--- src/rtl/multicycle_datapath.sv ---
// Datapath of the multicycle MIPS core: PC, IR, MDR, A, B, ALUOut, a 32-entry
// register file and the ALU, all steered cycle by cycle by an external controller.
module multicycle_datapath #(
  parameter int               WIDTH    = 32,
  parameter logic [WIDTH-1:0] RESET_PC = '0
) (
  input  logic             clk,
  input  logic             rst,
  input  logic             PCEn,
  input  logic             IorD,
  input  logic             Memwrite,
  input  logic             IRWrite,
  input  logic             RegDst,
  input  logic             MemtoReg,
  input  logic             RegWrite,
  input  logic             ALUsrcA,
  input  logic             PCsrc,
  input  logic [1:0]       ALUsrcB,
  input  logic [2:0]       ALUControl,
  output logic [5:0]       opcode,
  output logic [5:0]       funct,
  output logic             zero,
  output logic [WIDTH-1:0] mem_addr,
  output logic [WIDTH-1:0] mem_wdata,
  output logic             mem_we,
  input  logic [WIDTH-1:0] mem_rdata,
  output logic [WIDTH-1:0] pc
);

  logic [WIDTH-1:0] pc_q, pc_d;
  logic [WIDTH-1:0] ir_q, ir_d;
  logic [WIDTH-1:0] mdr_q, a_q, b_q, aluout_q;
  logic [WIDTH-1:0] rf_q [32];

  logic [4:0]       rs_idx, rt_idx, rd_idx, wr_idx;
  logic [WIDTH-1:0] rs_val, rt_val, wr_data;
  logic [WIDTH-1:0] imm_sext, src_a, src_b, alu_result;

  assign rs_idx = ir_q[25:21];
  assign rt_idx = ir_q[20:16];
  assign rd_idx = ir_q[15:11];

  // Register 0 is hardwired to zero on the read side; writes to it are dropped below.
  assign rs_val = (rs_idx == 5'd0) ? '0 : rf_q[rs_idx];
  assign rt_val = (rt_idx == 5'd0) ? '0 : rf_q[rt_idx];

  assign wr_idx  = RegDst ? rd_idx : rt_idx;
  assign wr_data = MemtoReg ? mdr_q : aluout_q;

  assign imm_sext = {{(WIDTH-16){ir_q[15]}}, ir_q[15:0]};
  assign src_a    = ALUsrcA ? a_q : pc_q;

  always_comb begin
    src_b = b_q;
    case (ALUsrcB)
      2'd0:    src_b = b_q;
      2'd1:    src_b = WIDTH'(4);
      2'd2:    src_b = imm_sext;
      default: src_b = {imm_sext[WIDTH-3:0], 2'b00};
    endcase
  end

  // Unused ALU codes deliberately yield zero so they are harmless if issued.
  always_comb begin
    alu_result = '0;
    case (ALUControl)
      3'd0:    alu_result = src_a & src_b;
      3'd1:    alu_result = src_a | src_b;
      3'd2:    alu_result = src_a + src_b;
      3'd6:    alu_result = src_a - src_b;
      3'd7:    alu_result = {{(WIDTH-1){1'b0}}, ($signed(src_a) < $signed(src_b))};
      default: alu_result = '0;
    endcase
  end

  always_comb begin
    pc_d = pc_q;
    if (PCEn) pc_d = PCsrc ? aluout_q : alu_result;
    ir_d = IRWrite ? mem_rdata : ir_q;
  end

  // A/B sample the pre-write register contents when a write lands on the same edge.
  always_ff @(posedge clk or posedge rst) begin
    if (rst) begin
      pc_q     <= RESET_PC;
      ir_q     <= '0;
      mdr_q    <= '0;
      a_q      <= '0;
      b_q      <= '0;
      aluout_q <= '0;
      for (int i = 0; i < 32; i++) rf_q[i] <= '0;
    end else begin
      pc_q     <= pc_d;
      ir_q     <= ir_d;
      mdr_q    <= mem_rdata;
      a_q      <= rs_val;
      b_q      <= rt_val;
      aluout_q <= alu_result;
      if (RegWrite && (wr_idx != 5'd0)) rf_q[wr_idx] <= wr_data;
    end
  end

  assign opcode    = ir_q[31:26];
  assign funct     = ir_q[5:0];
  assign zero      = (alu_result == '0);
  assign mem_addr  = IorD ? aluout_q : pc_q;
  assign mem_wdata = b_q;
  assign mem_we    = Memwrite;
  assign pc        = pc_q;

endmodule

--- config.mk ---
export PLATFORM = sky130hd
export DESIGN_NAME = multicycle_datapath
export DESIGN_NICKNAME = d
export VERILOG_FILES = /design/src/rtl/multicycle_datapath.sv
export SDC_FILE = /design/constraint.sdc
export NUM_CORES = 2
export LEC_CHECK = 0
export CAP_MARGIN = 0
export CORE_MARGIN = 2
export CORE_UTILIZATION = 40
export DETAILED_ROUTE_END_ITERATION = 12
export PLACE_DENSITY_LB_ADDON = 0.08
export SYNTH_ARGS = -nofsm -noshare
export SYNTH_HDL_FRONTEND = slang
export SYNTH_SLANG_ARGS = --single-unit
--- constraint.sdc ---
create_clock -name clk -period 61.7 [get_ports clk]
set_clock_uncertainty 0.05 [all_clocks]
set_input_delay 12.34 -clock clk [delete_from_list [all_inputs] [get_ports clk]]
set_output_delay 12.34 -clock clk [all_outputs]
set_load 0.03 [all_outputs]
==> flow_summary_export.csv <==
group,metric,value,unit
run_status,status,"finished clean",
setup_path,critical_path_required,49.31,ns
synth,postSynthCellCount,5952,
die,placementRows,147,
die,dieArea,166000,µm²
clock_tree,cts_setup_buffers,0,
clock_tree,hold_buffers,0,
clock_tree,cts_tree,"yes",
setup_path,worstReg2RegStart,"ir_q[16]",
layout,ff_latch_area,30500,µm²
layout,finalNetCount,5947,
routing,drt-wirelength-per-cell,30.2,µm
clock_tree,cts_root_buf,"clkbuf_16",
sta,report.final.hold_viol_count,0,
place,dpl_cell_area,68500,µm²
synth,synth_nets,6106,
setup_path,crit_type,"input pin to primary output",
synth,async_reset_ff_frac,1.00,
sta,setup_tns,0,ns
layout,drive_gt1_frac,0.200,
sta,period_share,0.500,
setup_path,slowest_delay,0.72,ns
layout,fin_area,73300,µm²
grt,grt_pass1_vias,47626,
setup_path,path_max_fanout,20,
setup_path,crit_path_end,"zero",
clock_tree,ctsResizeCount,0,
routing,ant_nets,0,
setup_path,arrival,18.47,ns
die,ios,158,
power_and_ir_drop,powerDensity,48.9,nW/µm²
setup_path,worstPathCellList,"clkdlybuf4s50_1 -> buf_4 -> mux2i_1 -> or2_2 -> inv_1 -> ha_1 -> inv_1 -> fa_1 -> nand2b_1 -> a21oi_1 -> o21ai_1 -> a31oi_2 -> nor2_1 -> a211oi_1 -> nand3_1 -> or4b_1 -> or4_1 -> nor4_2 -> clkdlybuf4s50_1",
setup_path,cp-startpoint,"ALUsrcB[1]",
sta,rsz0062_at_grt,"no",
setup_path,crit_path_end_kind,"primary output",
synth,synth_edf_count,0,
sta,maxSlewViolCount,0,
die,core_area,161000,µm²
layout,n_fill_cell,15063,
routing,drc_errors,0,
setup_path,r2r_slack,55.91,ns
layout,multi_input_area,32200,µm²
synth,yosys_warnings,0,
sta,final-setup-viol-count,0,
setup_path,r2r_cells,10,
die,fp.dieW,407,µm
grt,gr-total-overflow,0,
synth,ys_ff_latch,1216,
synth,synthesis.area,65000,µm²
layout,layout_commonest_cell,"dfrtp_1",
sta,fmax,32.4,MHz
grt,grt_max_degree,138,
routing,vias_per_cell,6.01,
sta,maxSlewHeadroom,0.171,
place,gp_congestion,0.904,
clock_tree,cts_buffers,144,
hold_path,hold_class,"flop to flop",
layout,area_growth,12.9,%
place,place_hpwl,151,mm
layout,most-common-layout-cells,"1206 x dfrtp_1, 929 x nor2_1, 913 x a21oi_1, 486 x mux4_2, 298 x nand2_1",
synth,avgSynthCellArea,10.9,µm²
synth,synth_cell_types,85,
flow_run,drv_cap,0,
clock_tree,clk_path_buf_depth,3,
setup_path,crit_path_top_delay_cell,"clkdlybuf4s50_1",
grt,grt_antenna_before_repair,12,
die,fp.dieH,407,µm
clock_tree,h-tree-depth,4,
synth,synth_flop_cell,"dfrtp_1",
routing,via_count,48461,
sta,tightest_slew,1.22,ns
clock_tree,clock-sinks,1216,
die,start_util,0.404,
grt,grt_first_pass_wirelength,353,mm
synth,ys_seq_area_frac,0.468,
routing,first_iter_violations,4854,
sta,finalCriticalPeriod,30.86,ns
clock_tree,clkTransAtPathRegs,0.06,ns
power_and_ir_drop,leakagePower,30.7,nW
setup_path,r2r-end,"rf_q[521]",
place,portBuffers,155,
routing,routed_wl,244,mm
setup_path,start_kind,"input pin",
power_and_ir_drop,ir_drop,0.0000284,V
grt,grtUsageTotal,0.297,
clock_tree,worstSkewPairLatency,0.80,ns
routing,dr.pass1.iters,5,
## area by class of cell
| type | count | area share |
|---|---|---|
| tap | 2160 | 0.0369 |
| clock buffer | 214 | 0.0574 |
| antenna | 1 | 0.0000341 |
| clock inverter | 48 | 0.00831 |
| inverter | 114 | 0.00594 |
| multi-input combinational | 4017 | 0.440 |
| sequential | 1216 | 0.415 |
| timing repair buffer | 300 | 0.0365 |
## cell usage after synthesis, drive strengths merged (5+ instances only)
master / number / area share
inv: 114 / 0.0066
nor4: 19 / 0.0021
nand2b: 23 / 0.0023
mux4: 486 / 0.17
o21bai: 6 / 0.00069
and3: 5 / 0.00048
a21o: 29 / 0.0034
mux2i: 233 / 0.036
nand3: 25 / 0.0019
o211ai: 25 / 0.0030
nor3: 38 / 0.0030
or2: 6 / 0.00058
o31ai: 14 / 0.0016
a21oi: 914 / 0.071
mux2: 204 / 0.035
nor2b: 12 / 0.0012
o21ai: 255 / 0.020
xor2: 6 / 0.00081
a211oi: 26 / 0.0030
buf: 111 / 0.0078
nor2: 953 / 0.055
clkbuf: 494 / 0.029
ha: 104 / 0.020
or4: 8 / 0.00092
o21a: 7 / 0.00081
a22o: 28 / 0.0038
or3: 10 / 0.0010
xnor2: 20 / 0.0027
o22ai: 70 / 0.0067
o221ai: 40 / 0.0054
nand2: 300 / 0.017
nand4: 12 / 0.0012
a211o: 15 / 0.0020
a31oi: 13 / 0.0013
a221oi: 47 / 0.0063
dfrtp: 1216 / 0.47
## sequential cells by signal, indices dropped and copies added, names as in the netlist
register   flops
rf_q        1024
a_q           32
aluout_q      32
ir_q          32
mdr_q         32
mem_wdata     32
pc            32
## worst max-delay path, delay by kind of cell
| family | cells | cell delay (ns) |
|---|---|---|
| compound gates | 4 | 1.55 |
| buf+inv | 5 | 1.61 |
| simple gates | 7 | 2.21 |
| mux | 1 | 0.11 |
| fa+ha+maj | 2 | 0.63 |
## power by group
| part | internal, mW | switching [mW] | leakage (nW) | total (mW) |
|---|---|---|---|---|
| Combinational | 0.625 | 0.660 | 13.4 | 1.29 |
| Sequential | 1.13 | 0.298 | 15.0 | 1.43 |
| Clock | 0.505 | 0.367 | 2.36 | 0.872 |
## stage by stage
step                worst slack [ns]  total power, mW  cells  hold WS (ns)   util
global placement               30.83             2.68   7807         0.326  0.426
CTS                            30.83             3.59   8069         0.347  0.456
global route                   30.56             3.80   8070         0.359  0.456
floorplan                      15.05             2.29   5952         0.391      -
finish                         30.84             3.59   8070         0.344  0.456
detailed placement             30.85             2.71   7807         0.333  0.426
## logic make-up after synthesis
group | count (synthesis) | synth area share
compound gates | 1535 | 0.135
xor+xnor | 26 | 0.00351
fa+ha+maj | 106 | 0.0206
buf+inv | 719 | 0.0430
flops | 1216 | 0.468
mux | 923 | 0.240
simple gates | 1427 | 0.0892
## routing by layer
metal  track usage  up-vias  wire length [µm]
met2         0.461     1830            112000
met5             0        -                13
li1              -    21238                 -
met4        0.0886        2              6780
met1         0.429    25044            108000
met3        0.0476      347             17100
## worst min-delay path by stage
stage | startpoint | endpoint | slack (ns) | depth (start not counted)
global route | rf_q[1003] | rf_q[1003] | 0.36 | 0
detailed placement | rf_q[1008] | rf_q[1008] | 0.33 | 0
CTS | rf_q[1008] | rf_q[1008] | 0.35 | 0
finish | rf_q[1008] | rf_q[1008] | 0.34 | 0
floorplan | rf_q[1002] | rf_q[1002] | 0.39 | 1
global placement | rf_q[1009] | rf_q[1009] | 0.33 | 0
Note: power is estimated with default switching activity, not from simulation.
